File: src/rtl/ldpc_fp_pkg.sv
// Shared definitions for the LDPC floating-point check-node datapath:
// default field widths, the tracker state type and an all-ones magnitude helper.
package ldpc_fp_pkg;

    localparam int unsigned EXP_W_DEF = 8;
    localparam int unsigned MAN_W_DEF = 23;

    typedef enum logic {
        ACC  = 1'b0,
        HOLD = 1'b1
    } cn_state_t;

    // Returns a 64-bit word whose low (exp_w + man_w) bits are set; callers slice it.
    function automatic logic [63:0] mag_ones(input int unsigned exp_w, input int unsigned man_w);
        logic [63:0] r;
        r = '0;
        for (int unsigned i = 0; i < 64; i++) begin
            if (i < exp_w + man_w) r[i] = 1'b1;
        end
        return r;
    endfunction

endpackage

File: src/rtl/fp_mag_lt.sv
// Unsigned less-than on a floating-point magnitude {exp, man}; this ordering
// matches numeric order for non-negative IEEE-style values.
module fp_mag_lt #(
    parameter int unsigned EXP_W = 8,
    parameter int unsigned MAN_W = 23
) (
    input  logic [EXP_W+MAN_W-1:0] a,
    input  logic [EXP_W+MAN_W-1:0] b,
    output logic                   lt
);

    assign lt = (a < b);

endmodule

File: src/rtl/fp_cn_min2_tracker.sv
// Streaming min-sum check-node front end: per row tracks min1/min2 magnitudes,
// index of min1 and sign parity. Optional input register stage: FP_CN_IN_PIPE_EN.
module fp_cn_min2_tracker
    import ldpc_fp_pkg::*;
#(
    parameter int unsigned EXP_W = EXP_W_DEF,
    parameter int unsigned MAN_W = MAN_W_DEF,
    parameter int unsigned DEG   = 6,
    parameter int unsigned IDX_W = $clog2(DEG)
) (
    input  logic                   clk,
    input  logic                   rst_n,
    input  logic                   in_valid,
    output logic                   in_ready,
    input  logic [EXP_W+MAN_W:0]   in_data,
    input  logic                   in_last,
    output logic                   out_valid,
    input  logic                   out_ready,
    output logic [EXP_W+MAN_W-1:0] out_min1,
    output logic [EXP_W+MAN_W-1:0] out_min2,
    output logic [IDX_W-1:0]       out_idx,
    output logic                   out_sign,
    output logic                   out_trunc
);

    localparam int unsigned W     = 1 + EXP_W + MAN_W;
    localparam int unsigned MAG_W = EXP_W + MAN_W;
    localparam logic [63:0]        ONES_WIDE = mag_ones(EXP_W, MAN_W);
    localparam logic [MAG_W-1:0]   MAG_ONES  = ONES_WIDE[MAG_W-1:0];
    localparam logic [IDX_W-1:0]   LAST_POS  = IDX_W'(DEG - 1);

    cn_state_t          state;
    logic [MAG_W-1:0]   min1;
    logic [MAG_W-1:0]   min2;
    logic [IDX_W-1:0]   idx;
    logic [IDX_W-1:0]   cnt;
    logic               sign;
    logic               trunc;

    // Beat presented to the compare logic, either straight from the port or staged.
    logic               p_valid;
    logic [W-1:0]       p_data;
    logic               p_last;

`ifdef FP_CN_IN_PIPE_EN
    logic               s_valid;
    logic [W-1:0]       s_data;
    logic               s_last;

    always_ff @(posedge clk or negedge rst_n) begin
        if (!rst_n) begin
            s_valid <= 1'b0;
            s_data  <= '0;
            s_last  <= 1'b0;
        end else begin
            s_valid <= in_valid && in_ready;
            if (in_valid && in_ready) begin
                s_data <= in_data;
                s_last <= in_last;
            end
        end
    end

    // The staged beat always sits at position cnt, so it closes the row when
    // it is marked last or cnt has reached the degree limit.
    assign in_ready = rst_n && (state == ACC) && !(s_valid && (s_last || (cnt == LAST_POS)));
    assign p_valid  = s_valid;
    assign p_data   = s_data;
    assign p_last   = s_last;
`else
    assign in_ready = rst_n && (state == ACC);
    assign p_valid  = in_valid && in_ready;
    assign p_data   = in_data;
    assign p_last   = in_last;
`endif

    logic [MAG_W-1:0]   p_mag;
    logic               p_sign;
    logic               p_close;
    logic               lt_min1;
    logic               lt_min2;

    assign p_mag   = p_data[MAG_W-1:0];
    assign p_sign  = p_data[W-1];
    assign p_close = p_last || (cnt == LAST_POS);

    fp_mag_lt #(.EXP_W(EXP_W), .MAN_W(MAN_W)) u_lt_min1 (
        .a  (p_mag),
        .b  (min1),
        .lt (lt_min1)
    );

    fp_mag_lt #(.EXP_W(EXP_W), .MAN_W(MAN_W)) u_lt_min2 (
        .a  (p_mag),
        .b  (min2),
        .lt (lt_min2)
    );

    always_ff @(posedge clk or negedge rst_n) begin
        if (!rst_n) begin
            state     <= ACC;
            min1      <= MAG_ONES;
            min2      <= MAG_ONES;
            idx       <= '0;
            cnt       <= '0;
            sign      <= 1'b0;
            trunc     <= 1'b0;
            out_valid <= 1'b0;
        end else begin
            case (state)
                ACC: begin
                    if (p_valid) begin
                        if (lt_min1) begin
                            min2 <= min1;
                            min1 <= p_mag;
                            idx  <= cnt;
                        end else if (lt_min2) begin
                            min2 <= p_mag;
                        end
                        sign <= sign ^ p_sign;
                        cnt  <= cnt + 1'b1;
                        if (p_close) begin
                            state     <= HOLD;
                            out_valid <= 1'b1;
                            trunc     <= !p_last && (cnt == LAST_POS);
                        end
                    end
                end
                HOLD: begin
                    if (out_ready) begin
                        state     <= ACC;
                        out_valid <= 1'b0;
                        min1      <= MAG_ONES;
                        min2      <= MAG_ONES;
                        idx       <= '0;
                        cnt       <= '0;
                        sign      <= 1'b0;
                        trunc     <= 1'b0;
                    end
                end
                default: state <= ACC;
            endcase
        end
    end

    assign out_min1  = min1;
    assign out_min2  = min2;
    assign out_idx   = idx;
    assign out_sign  = sign;
    assign out_trunc = trunc;

endmodule

File: config.mk
export PLATFORM = sky130hd
export DESIGN_NAME = fp_cn_min2_tracker
export DESIGN_NICKNAME = d
export VERILOG_FILES = /design/src/rtl/ldpc_fp_pkg.sv /design/src/rtl/fp_mag_lt.sv /design/src/rtl/fp_cn_min2_tracker.sv
export SDC_FILE = /design/constraint.sdc
export NUM_CORES = 1
export LEC_CHECK = 0
export BUFFER_PORTS_ARGS = -buffer_cell sky130_fd_sc_hd__buf_4
export CAP_MARGIN = 15
export CORE_MARGIN = 2
export CORE_UTILIZATION = 44
export CTS_CLUSTER_DIAMETER = 200
export DETAILED_ROUTE_END_ITERATION = 6
export PLACE_DENSITY = 0.67
export REMOVE_ABC_BUFFERS = 1
export SETUP_SLACK_MARGIN = 0.3
export SLEW_MARGIN = 20
export SYNTH_ARGS = -nofsm -noshare
export SYNTH_HDL_FRONTEND = slang
export SYNTH_SLANG_ARGS = --single-unit
File: constraint.sdc
create_clock -name clk -period 3.1 [get_ports clk]
set_input_delay 0.62 -clock clk [delete_from_list [all_inputs] [get_ports clk]]
set_output_delay 0.62 -clock clk [all_outputs]
set_load 0.1 [all_outputs]
==> summary.txt, run 1 <==
Status
  – Outcome: finished, final reports clean

Min path
  – Min-Delay Path Class: primary input to flip-flop

CTS
  – Clk Latency, worst-skew pair: 0.34 ns
  – CTS tree: done
  – Total number of H-tree levels: 3
  – Root buf cell: clkbuf_16
  – Clock buffer depth: 2
  – # clock sinks: 72
  – CTS clk-pin slew, worst paths: 0.06 ns
  – Total CTS buffers: 9

STA
  – Max-slew headroom: 0.3759
  – Final WS setup: 0.2370 ns
  – Slew Limit Fails: 0
  – Peak Freq: 349.3 MHz
  – Hold slack: 0.4637 ns
  – Final setup fails: 0
  – Skew final: 0.005036 ns
  – Ratio of final minimum period to clock period: 0.9235
  – Crit path time final: 2.863 ns
  – Final hold vios: 0
  – Worst-margin pin slew: 0.9361 ns
  – RSZ-0062 raised after global routing: true

Route
  – Vias: 4398
  – Routed WL: 13800 um
  – Drt wl/cell: 16.61 um
  – Initial DRC count: 205
  – Met3 wire len: 517 um
  – Met1 Wirelength: 6161 um
  – Metal2 WL: 6878 um
  – Antenna viol nets, final: 0
  – Drt first pass iters: 5
  – Number of remaining DRC errors: 0
  – Drt via density: 5.292
  – Uppermost layer routed: met4

Logic synthesis
  – Register bit total from synthesis: 72
  – Synth Area in Simple Gates: 0.1534
  – Main synth FF type: dfstp_2
  – Synth warn: 0
  – Avg Cell Area, Syn: 8.849 um^2
  – Largest family of logic cells by synthesized area: adder cells
  – Post-synthesis mux area share: 0.1317
  – Post-synth EDFFs: 0
  – Xor/xnor share of the synthesized area: 0.003497
  – Cells after synthesis: 566
  – Post-Synth Adder-Cell Area: 0.1549
  – Unique masters post-synth: 36
  – Compound-Gate Fraction of Synth Area: 0.1029
  – Synth Cell Area: 5009 um^2
  – Synth async-reset ratio: 1.000
  – Post-synthesis sequential area ratio: 0.3752

Floorplan
  – Die area: 12250 um^2
  – Ports: 106
  – Die H: 110.7 um
  – Initial Util: 0.4560
  – Rows: 38
  – Die width: 110.7 um
  – Core ar.: 10980 um^2

Setup path
  – R2r setup slk: 0.24 ns
  – Crit-path max cell delay: 0.54 ns
  – Critical path data arrival time: 3.11 ns
  – CP Class: flip-flop to flip-flop
  – CP Cell Sequence: inv_2 > ha_4 > a21oi_2 > o21ai_2 > a221o_1 > or3_4 > a311oi_2 > o32a_4 > buf_4 > buf_12 > mux2i_1
  – CP required: 3.35 ns
  – CP max-delay cell: dfstp_2
  – Startpoint types: flip-flop
  – Crit. End Element: flip-flop
  – Max FO, Critical Path: 5

Global route
  – Total congestion overflow: 0
  – Initial antenna violation count: 0
  – Pin count of the biggest net entering global routing: 73
  – Vias in the first global route: 4366
  – First-pass GRT wire length: 21270 um
  – Tot GR Track Use: 0.2130

Flow run
  – Max-cap violations: 0

Finish
  – Register area: 1881 um^2
  – Area of the multi-input gates: 3068 um^2
  – Post-layout net count: 785
  – Area growth, synth to finish: 35.47%
  – Filler cells: 938
  – Antenna diodes: 0
  – Layout cells sized above 1: 0.4124

Placed design
  – Final GP Congestion: 0.8507
  – Port Buffers: 105
  – Setup WS pre-CTS: 0.05789 ns
  – Post-DP HPWL: 9251 um
[critical path: cells and delay by family, from the launching register on]
kind            cells  cell delay, ns
compound gates      5            1.10
fa+ha+maj           1            0.22
buf+inv             3            0.29
flops               1            0.54
mux                 1            0.23
simple gates        1            0.39
[per-stage QoR]
step	instance area [um^2]	util	instances	TNS, ns
final	6785	0.6178	831	0
after global placement	5983	0.5448	800	0
after floorplan	4848	-	541	-103.15
after CTS	6336	0.5769	820	0
after detailed placement	5983	0.5448	800	0
after global routing	6785	0.6178	831	0
[flip-flops by register name, indices dropped and copies added (netlist names)]
register	cells
out_valid	1
out_idx	3
out_trunc	1
state	1
out_min1	31
out_min2	31
out_sign	1
cnt	3
[synth_stat cells (3+ instances only)]
| library cell | number | area (um^2) |
|---|---|---|
| nand4_1 | 6 | 37.54 |
| mux2_2 | 31 | 349.1 |
| o21ai_0 | 45 | 225.2 |
| a21o_1 | 5 | 37.54 |
| dfrtp_1 | 10 | 250.2 |
| buf_2 | 5 | 25.02 |
| o21ai_1 | 3 | 15.01 |
| nor2_1 | 104 | 390.4 |
| nand2_1 | 60 | 225.2 |
| mux2i_1 | 31 | 310.3 |
| inv_1 | 62 | 232.7 |
| a21oi_1 | 26 | 130.1 |
| ha_1 | 62 | 775.7 |
| buf_12 | 3 | 60.06 |
| clkbuf_1 | 14 | 52.55 |
| nor2b_1 | 3 | 18.77 |
| nand3_1 | 10 | 50.05 |
| dfstp_2 | 62 | 1629 |
[metal layers]
metal  GRT usage  up-vias
li1            -     2139
met1      0.2749     2136
met2      0.3530      101
met3     0.05194       22
met4     0.06667        0
met5           0        -
[kinds of logic after synthesis]
kind of cell / after synthesis
flops: 72
mux: 62
xor+xnor: 2
buf+inv: 87
simple gates: 190
compound gates: 91
fa+ha+maj: 62
[timing repair]
| item | CTS | global route |
|---|---|---|
| hold buffers | 0 | 0 |
| cloned | 1 | 2 |
| buffers inserted | 3 | 9 |
| setup endpoints to repair | 31 | 65 |
| pin swaps | 2 | 18 |
| resized for setup | 2 | 47 |
[cells in the final DEF (no fill, tap or decap), types with 9 or more instances in the layout]
cell / Yosys / routed
a21oi_1: 26 / 22
nor2_1: 104 / 103
ha_4: 0 / 17
dfstp_2: 62 / 62
clkbuf_16: 0 / 11
inv_1: 62 / 57
buf_4: 1 / 123
ha_1: 62 / 44
nand2_1: 60 / 59
mux2_2: 31 / 31
dfrtp_1: 10 / 9
nand3_1: 10 / 10
mux2i_1: 31 / 30
o21ai_0: 45 / 43
[path summary, 6_finish.rpt]
kind                                 to  cells after the start          from
hold reg to reg             out_min2[1]                      2   out_min2[1]
min in group asynchronous    out_idx[0]                      2         rst_n
hold / removal                out_trunc                      2       in_last
setup reg to reg           out_min2[17]                     11  out_min2[10]
max in group asynchronous         state                      2         rst_n
setup / recovery           out_min2[17]                     11  out_min2[10]
[area by class of cell]
cell class / count / share of cell area
clock inverter: 3 / 0.002213
timing repair buffer: 134 / 0.1685
clock buffer: 13 / 0.03983
inverter: 62 / 0.03430
sequential: 72 / 0.2772
tap: 140 / 0.02582
multi-input combinational: 407 / 0.4521
Power of run 1 is left out: the tool's default activity adds up to more than one toggle a clock period on the data nets, which glitch-free logic cannot reach.
==> inputs of run 2 (changes only) <==
--- a/config.mk
+++ b/config.mk
@@ -11,10 +11,10 @@
 export CORE_UTILIZATION = 44
 export CTS_CLUSTER_DIAMETER = 200
 export DETAILED_ROUTE_END_ITERATION = 6
-export PLACE_DENSITY = 0.67
+export PLACE_DENSITY = 0.76
+export RECOVER_POWER = 100
 export REMOVE_ABC_BUFFERS = 1
 export SETUP_SLACK_MARGIN = 0.3
-export SLEW_MARGIN = 20
 export SYNTH_ARGS = -nofsm -noshare
 export SYNTH_HDL_FRONTEND = slang
 export SYNTH_SLANG_ARGS = --single-unit
==> run 2 against run 1 <==
The flow now finishes with violations (max-capacitance violations, max-slew violations). Cell count is 0.48% higher. Global-route usage rose by 1.4 points. Design area is 3.5% lower. Clock skew rose by 0.0041 ns. Via count rose by 2.5%. Setup slack improved by 0.045 ns. First-iteration DRC count up 30%. Critical path depth unchanged. Critical path type unchanged. Critical endpoint is now out_min2[6].
==> summary.txt, run 2 (synthesis results as in run 1) <==
Status
  – Outcome: finished with violations
  – Failing checks: max-capacitance violations, max-slew violations

STA
  – Final hold vios: 0
  – Ratio of final minimum period to clock period: 0.9091
  – Peak Freq: 354.8 MHz
  – Final WS setup: 0.2817 ns
  – Skew final: 0.009120 ns
  – Worst-margin pin slew: 2.038 ns
  – RSZ-0062 raised after global routing: true
  – Crit path time final: 2.818 ns
  – Final setup fails: 0
  – Slew Limit Fails: 38
  – Max-slew headroom: -0.3584

Setup path
  – CP required: 3.36 ns
  – Critical path data arrival time: 3.08 ns
  – Family with the most delay on the worst path: compound AO/OA/AOI/OAI gates
  – Startpoint types: flip-flop
  – Crit-path max cell delay: 0.57 ns
  – CP Class: flip-flop to flip-flop
  – Max FO, Critical Path: 8
  – CP max-delay cell: dfstp_2
  – CP Cell Sequence: inv_1 > ha_1 > a21oi_1 > o21ai_0 > a221oi_1 > o21ai_2 > a21oi_4 > o32a_4 > buf_6 > buf_12 > mux2i_2
  – CP bufs+invs: 3
  – Crit. End Element: flip-flop

Placed design
  – Port Buffers: 105
  – Post-DP HPWL: 9672 um
  – Setup WS pre-CTS: 0.04005 ns
  – Final GP Congestion: 0.9093

Floorplan
  – Core ar.: 10980 um^2
  – Die H: 110.7 um
  – Rows: 38
  – Ports: 106
  – Die width: 110.7 um
  – Die area: 12250 um^2
  – Initial Util: 0.4560

Global route
  – Vias in the first global route: 4588
  – Total congestion overflow: 0
  – First-pass GRT wire length: 22660 um
  – Tot GR Track Use: 0.2268
  – Pin count of the biggest net entering global routing: 41
  – Initial antenna violation count: 0

CTS
  – CTS clk-pin slew, worst paths: 0.06 ns
  – CTS tree: done
  – # hold bufs at CTS: 0
  – Clock buffer depth: 2
  – Total number of H-tree levels: 3
  – # clock sinks: 72
  – Total CTS buffers: 9
  – Root buf cell: clkbuf_16
  – Clk Latency, worst-skew pair: 0.34 ns

Route
  – Number of remaining DRC errors: 0
  – Drt first pass iters: 4
  – Routed WL: 14340 um
  – Initial DRC count: 266
  – Antenna viol nets, final: 0
  – Vias: 4507
  – Drt via density: 5.398
  – Drt wl/cell: 17.17 um

Flow run
  – Max-cap violations: 1

Finish
  – Area growth, synth to finish: 30.68%
  – Post-layout net count: 789
  – Most frequent cells in the layout: nor2_1, clkbuf_1, dfstp_2, nand2_1, buf_4
  – Antenna diodes: 0
  – Commonest non-fill, non-tap cell in the layout: nor2_1
  – Layout cells sized above 1: 0.3223

Min path
  – Min-Delay Path Class: primary input to flip-flop
-- run 2: cell count changes in the layout (fill, tap and decap cells not counted), moves of 4 or more --
cell / delta
clkbuf_1: +71
mux2i_1: -4
buf_4: -69
inv_2: +6
inv_1: -6
-- run 2: metrics by stage --
stage	setup TNS (ns)	instances	hold slack, ns	utilization	cell area [um^2]
floorplan	-103.15	541	0.3244	-	4848
global placement	0	804	0.4772	0.5452	5988
detailed placement	0	804	0.4933	0.5452	5988
CTS	0	824	0.4574	0.5832	6405
global route	0	835	0.4743	0.5959	6545
finish	0	835	0.4639	0.5959	6545
-- run 2: path summary, 6_finish.rpt --
| check | cells after the start | startpoint | slack, ns | end |
|---|---|---|---|---|
| min in group asynchronous | 2 | rst_n | 1.71 | out_min1[11] |
| max in group asynchronous | 3 | rst_n | 0.67 | out_min1[29] |
| worst max-delay path | 11 | out_min1[26] | 0.28 | out_min2[6] |
| worst min-delay path | 2 | in_last | 0.46 | out_trunc |
| worst min register to register | 2 | out_min2[15] | 0.49 | out_min2[15] |
| worst max register to register | 11 | out_min1[26] | 0.28 | out_min2[6] |
-- run 2: what timing repair did --
item,4_1_cts,5_1_grt
pin swaps,3,16
cloned,1,0
resized for setup,6,61
buffers inserted,3,11
setup endpoints to repair,59,65
-- run 2: metal layers --
metal	up-vias	track usage	share of wire
met4	0	0.07000	0.022
met2	139	0.3910	0.50
met3	29	0.04811	0.047
met1	2193	0.2850	0.43
met5	-	0	0
li1	2146	-	-
-- run 2: layout make-up --
cell class                 count  area (um^2)
clock buffer                  12        246.5
clock inverter                 4        76.32
fill                         960         4438
inverter                      62        232.7
multi-input combinational    407         3053
sequential                    72         1879
tap                          140        175.2
timing repair buffer         138        882.1
-- run 2: worst register-to-register path: cells and delay by family (launching register included) --
kind	cells	cell delay, ns
AOI/OAI and AO/OA	6	1.38
DFF	1	0.57
buffers and inverters	3	0.30
adders and majority gates	1	0.28
muxes	1	0.22
Power of run 2 is left out for the same reason.
